`src/rtl/accel_dm_pkg.sv`:
```
// Shared definitions for the accelerator data mover (input unpacker and output packer).
package accel_dm_pkg;

  localparam int unsigned DM_OF_BW  = 8;
  localparam int unsigned DM_PIXEL  = 4;
  localparam int unsigned DM_DWIDTH = DM_OF_BW * DM_PIXEL;

  typedef enum logic [1:0] {
    IDLE  = 2'd0,
    RUN   = 2'd1,
    FLUSH = 2'd2,
    DONE  = 2'd3
  } dm_state_e;

  // Pixel counter must be able to hold the full frame length itself.
  function automatic int unsigned cnt_width(input int unsigned frame_len);
    return int'($clog2(frame_len + 1));
  endfunction

endpackage

```
`src/rtl/data_pack.sv`:
```
// Packs PIXEL output pixels per stream word (lane 0 = first pixel) and frames one output fmap per i_run.
// Optional fused ReLU on the pixel input when DATA_PACK_RELU_EN is defined.
module data_pack
  import accel_dm_pkg::*;
#(
  parameter int unsigned OF_BW  = DM_OF_BW,
  parameter int unsigned DWIDTH = DM_DWIDTH,
  parameter int unsigned PIXEL  = DM_PIXEL,
  parameter int unsigned OUT_W  = 24,
  parameter int unsigned OUT_H  = 24
) (
  input  logic              clk,
  input  logic              rst,
  input  logic              i_run,
  input  logic [OF_BW-1:0]  s_data,
  input  logic              s_valid,
  output logic              s_ready,
  output logic [DWIDTH-1:0] m_data,
  output logic              m_valid,
  input  logic              m_ready,
  output logic              m_last,
  output logic              o_idle,
  output logic              o_done
);

  localparam int unsigned FRAME_LEN = OUT_W * OUT_H;
  localparam int unsigned CNT_W     = cnt_width(FRAME_LEN);
  localparam int unsigned PTR_W     = (PIXEL > 1) ? $clog2(PIXEL) : 1;

  dm_state_e         state_q, state_d;
  logic [PTR_W-1:0]  ptr_q;
  logic [CNT_W-1:0]  cnt_q;
  logic [DWIDTH-1:0] pack_q;

  logic [OF_BW-1:0]  pix_c;
  logic [DWIDTH-1:0] word_c;
  logic              last_pix_c;
  logic              complete_c;
  logic              accept_c;
  logic              last_hs_c;

`ifdef DATA_PACK_RELU_EN
  assign pix_c = s_data[OF_BW-1] ? '0 : s_data;
`else
  assign pix_c = s_data;
`endif

  assign last_pix_c = (cnt_q == CNT_W'(FRAME_LEN - 1));
  assign complete_c = (ptr_q == PTR_W'(PIXEL - 1)) || last_pix_c;
  assign s_ready    = (state_q == RUN) && (cnt_q < CNT_W'(FRAME_LEN)) &&
                      !(complete_c && m_valid && !m_ready);
  assign accept_c   = s_valid && s_ready;
  assign last_hs_c  = m_valid && m_ready && m_last;

  // Word as it would look with the incoming pixel in lane ptr; lanes above ptr read as zero.
  always_comb begin
    word_c = '0;
    for (int i = 0; i < int'(PIXEL); i++) begin
      if (PTR_W'(i) == ptr_q) begin
        word_c[i*OF_BW +: OF_BW] = pix_c;
      end else if (PTR_W'(i) < ptr_q) begin
        word_c[i*OF_BW +: OF_BW] = pack_q[i*OF_BW +: OF_BW];
      end
    end
  end

  always_comb begin
    state_d = state_q;
    case (state_q)
      IDLE:    if (i_run) state_d = RUN;
      RUN: begin
        if (last_hs_c)                    state_d = DONE;
        else if (accept_c && last_pix_c)  state_d = FLUSH;
      end
      FLUSH:   if (last_hs_c) state_d = DONE;
      DONE:    state_d = IDLE;
      default: state_d = IDLE;
    endcase
  end

  always_ff @(posedge clk) begin
    if (rst) begin
      state_q <= IDLE;
      ptr_q   <= '0;
      cnt_q   <= '0;
      pack_q  <= '0;
      m_data  <= '0;
      m_valid <= 1'b0;
      m_last  <= 1'b0;
      o_idle  <= 1'b1;
      o_done  <= 1'b0;
    end else begin
      state_q <= state_d;
      o_idle  <= (state_d == IDLE);
      o_done  <= (state_d == DONE);

      if (state_q == IDLE && i_run) begin
        ptr_q <= '0;
        cnt_q <= '0;
      end else if (accept_c) begin
        pack_q <= word_c;
        ptr_q  <= complete_c ? '0 : ptr_q + PTR_W'(1);
        if (cnt_q != CNT_W'(FRAME_LEN)) cnt_q <= cnt_q + CNT_W'(1);
      end

      // Output holding register: s_ready guarantees it is free or draining on a load.
      if (accept_c && complete_c) begin
        m_data  <= word_c;
        m_valid <= 1'b1;
        m_last  <= last_pix_c;
      end else if (m_ready) begin
        m_valid <= 1'b0;
        m_last  <= 1'b0;
      end
    end
  end

endmodule

```
`config.mk`:
```
export PLATFORM = sky130hd
export DESIGN_NAME = data_pack
export DESIGN_NICKNAME = d
export VERILOG_FILES = /design/src/rtl/accel_dm_pkg.sv /design/src/rtl/data_pack.sv
export SDC_FILE = /design/constraint.sdc
export NUM_CORES = 1
export LEC_CHECK = 0
export BUFFER_PORTS_ARGS = -buffer_cell sky130_fd_sc_hd__buf_2
export CORE_MARGIN = 4
export CORE_UTILIZATION = 50
export DETAILED_ROUTE_END_ITERATION = 12
export HOLD_SLACK_MARGIN = 0.12
export PLACE_DENSITY = 0.71
export SKIP_LAST_GASP = 1
export SYNTH_ARGS = -nofsm -noshare
export SYNTH_HDL_FRONTEND = slang
export SYNTH_SLANG_ARGS = --single-unit
```
`constraint.sdc`:
```
create_clock -name clk -period 2.2 [get_ports clk]
set_input_delay 0.33 -clock clk [delete_from_list [all_inputs] [get_ports clk]]
set_output_delay 0.33 -clock clk [all_outputs]
set_load 0.05 [all_outputs]
```
# After elaboration in Yosys (flattened, before gate mapping)
# Cells that the tools add are included.
# W data, S select, Z words.
[op_classes] addsub=2 shifts=0 magnitude_cmp=5 n_mux=17 n_bitwise=1 n_eq_ne=10 n_reduce_logical=20 multipliers=0 div_mod_pow=0
[op_table] operator="$mux W8" count=8
[op_table] operator="$add A10 B1 Y10 const B" count=1
[op_table] operator="$eq A10 B10 Y1 const B" count=1
[op_table] operator="$logic_and A1 B1 Y1" count=10
[op_table] operator="$lt A10 B10 Y1 const B" count=1
[op_table] operator="$mux W2" count=5
[op_table] operator="$ne A10 B10 Y1 const B" count=1
[op_table] operator="$eq A2 B2 Y1 const B" count=4
[op_table] operator="$pmux W2 S4" count=1
[op_table] operator="$logic_not A2 Y1" count=3
[op_table] operator="$eq A2 B2 Y1 const A" count=2
[op_table] operator="$lt A1 B2 Y1 const A" count=2
[op_table] operator="$lt A2 B2 Y1 const A" count=2
[op_table] operator="$reduce_and A2 Y1" count=2
[op_table] operator="$mux W1" count=3
[op_table] operator="$add A2 B1 Y2 const B" count=1
[op_table] operator="$eq A1 B2 Y1 const A" count=1
[op_table] operator="$eq A2 B1 Y1 const B" count=1
[op_table] operator="$logic_not A1 Y1" count=2
[op_table] operator="$reduce_bool A2 Y1" count=1
[op_table] operator="$reduce_or A2 Y1" count=1
[op_table] operator="$logic_or A1 B1 Y1" count=1
[op_table] operator="$not A1 Y1" count=1
[word_totals] output_inout_bits=37 ramBits=0 latchBits=0 regBits=82 mem_count=0 word_cells=64 rom_bits=0

# Logic depth before layout (Yosys ltp)
[depth] ltp_word=12 ltp_mapped=8

# Worst setup path before layout
# Ideal clock, no wire load.
[synth_timing] kind="flip-flop to output port" start="reg ptr_q[0]" end="out s_ready" path_slack_ps=26 n_path_buf=2 path_stages_with_launch=7 t_arrival_ps=1844 t_required_ps=1870 cell_sequence="dfxtp_1 ha_1 clkbuf_1 and3b_1 a21oi_1 clkbuf_1 and3_1"
[synth_between] elab_chain_len=6
[synth_rtl] item="start: declaration" line_no="data_pack.sv:31" text="logic [PTR_W-1:0] ptr_q;"
[synth_rtl] item="start signal: assignment" line_no="data_pack.sv:102" text="ptr_q <= complete_c ? '0 : ptr_q + PTR_W'(1);"
[synth_rtl] item="$eq A2 B2 Y1" line_no="data_pack.sv:49" text="assign complete_c = (ptr_q == PTR_W'(PIXEL - 1)) || last_pix_c;"
[synth_rtl] item="$logic_or A1 B1 Y1" line_no="data_pack.sv:49"
[synth_rtl] item="$logic_and A1 B1 Y1 (2 in a row)" line_no="data_pack.sv:51" text="!(complete_c && m_valid && !m_ready);"
[synth_rtl] item="$logic_not A1 Y1" line_no="data_pack.sv:51"
[synth_rtl] item="$logic_and A1 B1 Y1" line_no="data_pack.sv:50" text="assign s_ready = (state_q == RUN) && (cnt_q < CNT_W'(FRAME_LEN)) &&"
[synth_rtl] item="end: declaration" line_no="data_pack.sv:17" text="output logic s_ready,"
# No other way between the ends.

# Worst setup path after layout
[layout_timing] start="reg cnt_q[0]" end="out s_ready"
[layout_between] elab_chain_len=6
[layout_rtl] item="start: declaration" line_no="data_pack.sv:32" text="logic [CNT_W-1:0] cnt_q;"
[layout_rtl] item="start signal: assignment" line_no="data_pack.sv:103" text="if (cnt_q != CNT_W'(FRAME_LEN)) cnt_q <= cnt_q + CNT_W'(1);"
[layout_rtl] item="branches (longest 5 deep; another with $lt A10 B10 Y1)"
[layout_rtl] item="$logic_and A1 B1 Y1 (*)" line_no="data_pack.sv:50"
# Mark *: on every way between the ends.

==> flow_summary.json <==
{
  "postSynthAreaPerCell_um2": 8.39,
  "drive_gt1_share_pct": 18.9,
  "worstHoldPathType": "primary input to flip-flop",
  "die_x_um": 90.5,
  "cp_slowest_stage_delay_ns": 0.34,
  "grt_pass1_vias": 2890,
  "grt-ovfl-total": 0,
  "finalInstanceArea_mm2": 0.00395,
  "total_leakage_power_uw": 0.00152,
  "route.detailed.drc": 0,
  "path_cells": "ha_1, and4b_1, a21oi_1, and3_1, clkbuf_4",
  "core_area_mm2": 0.00649,
  "timing.fmax_mhz": 481,
  "syn_to_final_growth_pct": 15.9,
  "dp_hpwl_um": 5720,
  "async_flop_share_pct": 0,
  "yosysWarningCount": 0,
  "grt_max_degree": 29,
  "yosysMostFrequentCell": "dfxtp_1",
  "final-hold-violation-count": 0,
  "die-area_mm2": 0.00820,
  "critPathLaunchType": "flip-flop",
  "firstDrtPassIters": 5,
  "place_area_mm2": 0.00374,
  "num-nets-final": 470,
  "synthTopCellsByArea": "dfxtp_1 (43%), nor3_1 (9.8%), a21oi_1 (8.1%)",
  "critical_path_peak_fanout": 5,
  "h-tree-depth": 3,
  "cts_tree": "done",
  "diodes": 0,
  "grt_antenna_before_repair": 0,
  "netlist.area_leader.share_pct": 43.5,
  "ir_worst_vdd_v": 0.000410,
  "wl_um": 8560,
  "cap_violations": 0,
  "die_h_um": 90.5,
  "arrival_ns": 1.75,
  "cts_buffer_depth": 2,
  "required_ns": 1.87,
  "ant_nets": 0,
  "cts_buffers": 9,
  "multi_input_area_mm2": 0.00176,
  "worst_hold_slack_ns": 0.223,
  "power_density_mw_per_mm2": 661,
  "yosysUniqueCellTypes": 39,
  "cts_root_buffer": "clkbuf_8",
  "synth_seq_area_share_pct": 43.5,
  "synth_edf_count": 0,
  "synth_top_flop_cell": "dfxtp_1",
  "hold_buffers": 0,
  "yosys-top-cells-count": "dfxtp_1 (74), nor3_1 (67), a21oi_1 (55)",
  "tightestPinTransition_ns": 0.775,
  "total_power_uw": 2610,
  "status": "finished clean",
  "rrSetupSlack_ns": 0.25,
  "grt_usage_pct": 21.2,
  "synth-seq-cells": 74,
  "rsz0062_at_grt": "true",
  "slew_headroom_pct": 48.3,
  "cp_slowest_cell": "dfxtp_1",
  "via_per_inst": 5.95,
  "ios": 50,
  "gp_congestion": 0.775,
  "tns_ns": 0,
  "initial_core_util_pct": 52.4,
  "first_iter_violations": 293,
  "layout_min_cycle_time_ns": 2.08,
  "wl_per_cell_um": 16.1,
  "cts.clk_slew.worst_paths_ns": 0.07,
  "seq_area_mm2": 0.00148,
  "finClkSkew_ns": 0.00674,
  "worstSetupPathType": "flip-flop to output port",
  "timing.final.ws_setup_ns": 0.123,
  "synth_top_cell_by_area": "dfxtp_1",
  "place_ws_ns": 0.178,
  "synth_cells": 406,
  "clock_latency_ns": 0.34,
  "numPortBuffers": 49,
  "via_count": 3163,
  "rows": 29,
  "endpoint_kind": "output port",
  "nFillCells": 602,
  "setup_violations": 0,
  "cts_sinks": 74,
  "fin_crit_sh_pct": 94.4,
  "slew_violations": 0,
  "grt_pass1_wl_um": 14400,
  "syn_nets": 425,
  "synthesis.area_mm2": 0.00341
}
[registers in the layout, summed over array words and instances (netlist names)]
signal / flops
o_done: 1
m_valid: 1
ptr_q: 2
m_data: 32
m_last: 1
o_idle: 1
pack_q: 24
state_q: 2
cnt_q: 10
[area by class of cell]
type / instances / share of cell area [%]
clock buffer: 12 / 3.68
clock inverter: 3 / 1.01
sequential: 74 / 37.5
inverter: 6 / 0.571
timing repair buffer: 68 / 10.2
multi-input combinational: 292 / 44.5
tap: 77 / 2.44
[per-layer routing]
layer / part of all wire, % / wire, µm / track usage, %
met1: 49 / 4200 / 29.5
met2: 44 / 3740 / 32.0
met3: 5.7 / 484 / 4.08
met4: 1.6 / 134 / 8.80
met5: 0 / 0 / 0
[critical path: cells and delay by family (launching register included)]
family	cells	cell delay, ns
AND/OR/NAND/NOR	2	0.39
flip-flops	1	0.34
adder cells (fa/ha/maj)	1	0.24
AO/OA/AOI/OAI	1	0.22
buffers and inverters	1	0.22
[cell families (layout without fill, tap and decap cells)]
kind of cell,count (synthesis),in the layout,share of synthesized area (%)
simple gates,161,161,24.9
flops,74,74,43.5
compound gates,108,108,19.5
fa+ha+maj,6,6,2.20
buf+inv,40,89,4.89
mux,17,17,5.00
[metrics by stage]
stage	std cells	util, %
final	532	60.8
after global routing	532	60.8
after CTS	530	60.5
after detailed placement	515	57.6
after global placement	515	57.6
after floorplan	406	-
[path summary, 6_finish.rpt]
path	cells after the start	endpoint	start
worst min register to register	2	pack_q[2]	pack_q[2]
worst min-delay path	2	o_idle	i_run
worst max register to register	5	m_data[16]	cnt_q[1]
worst max-delay path	5	s_ready	cnt_q[0]
[cells in the final DEF, fill, tap and decap left out, types with 5 or more instances in the layout]
master    Yosys  layout
nand2b_1     19      19
clkbuf_8      0      10
or4_1         5       5
o21ai_0      21      21
inv_1         6       6
ha_1          6       6
nand2_1      37      37
mux2i_1      17      17
a21oi_1      55      55
buf_4         1      18
o31ai_1       6       6
a22o_1        8       8
nor3_1       67      67
a311oi_1      8       8
buf_2        10      48
nand3_1       9       9
dfxtp_1      74      74
[power by group]
| group | internal [µW] | switching [µW] |
|---|---|---|
| registers | 1370 | 15.8 |
| logic | 74.5 | 133 |
| clock network | 546 | 471 |
| total | 1990 | 620 |
[what timing repair did]
item | 4_1_cts | 5_1_grt
gates resized for setup | 0 | 1
hold endpoints to repair | 0 | 0
setup endpoints to repair | 0 | 9
setup buffers | 0 | 2
Power figures use the tool's default switching activity.
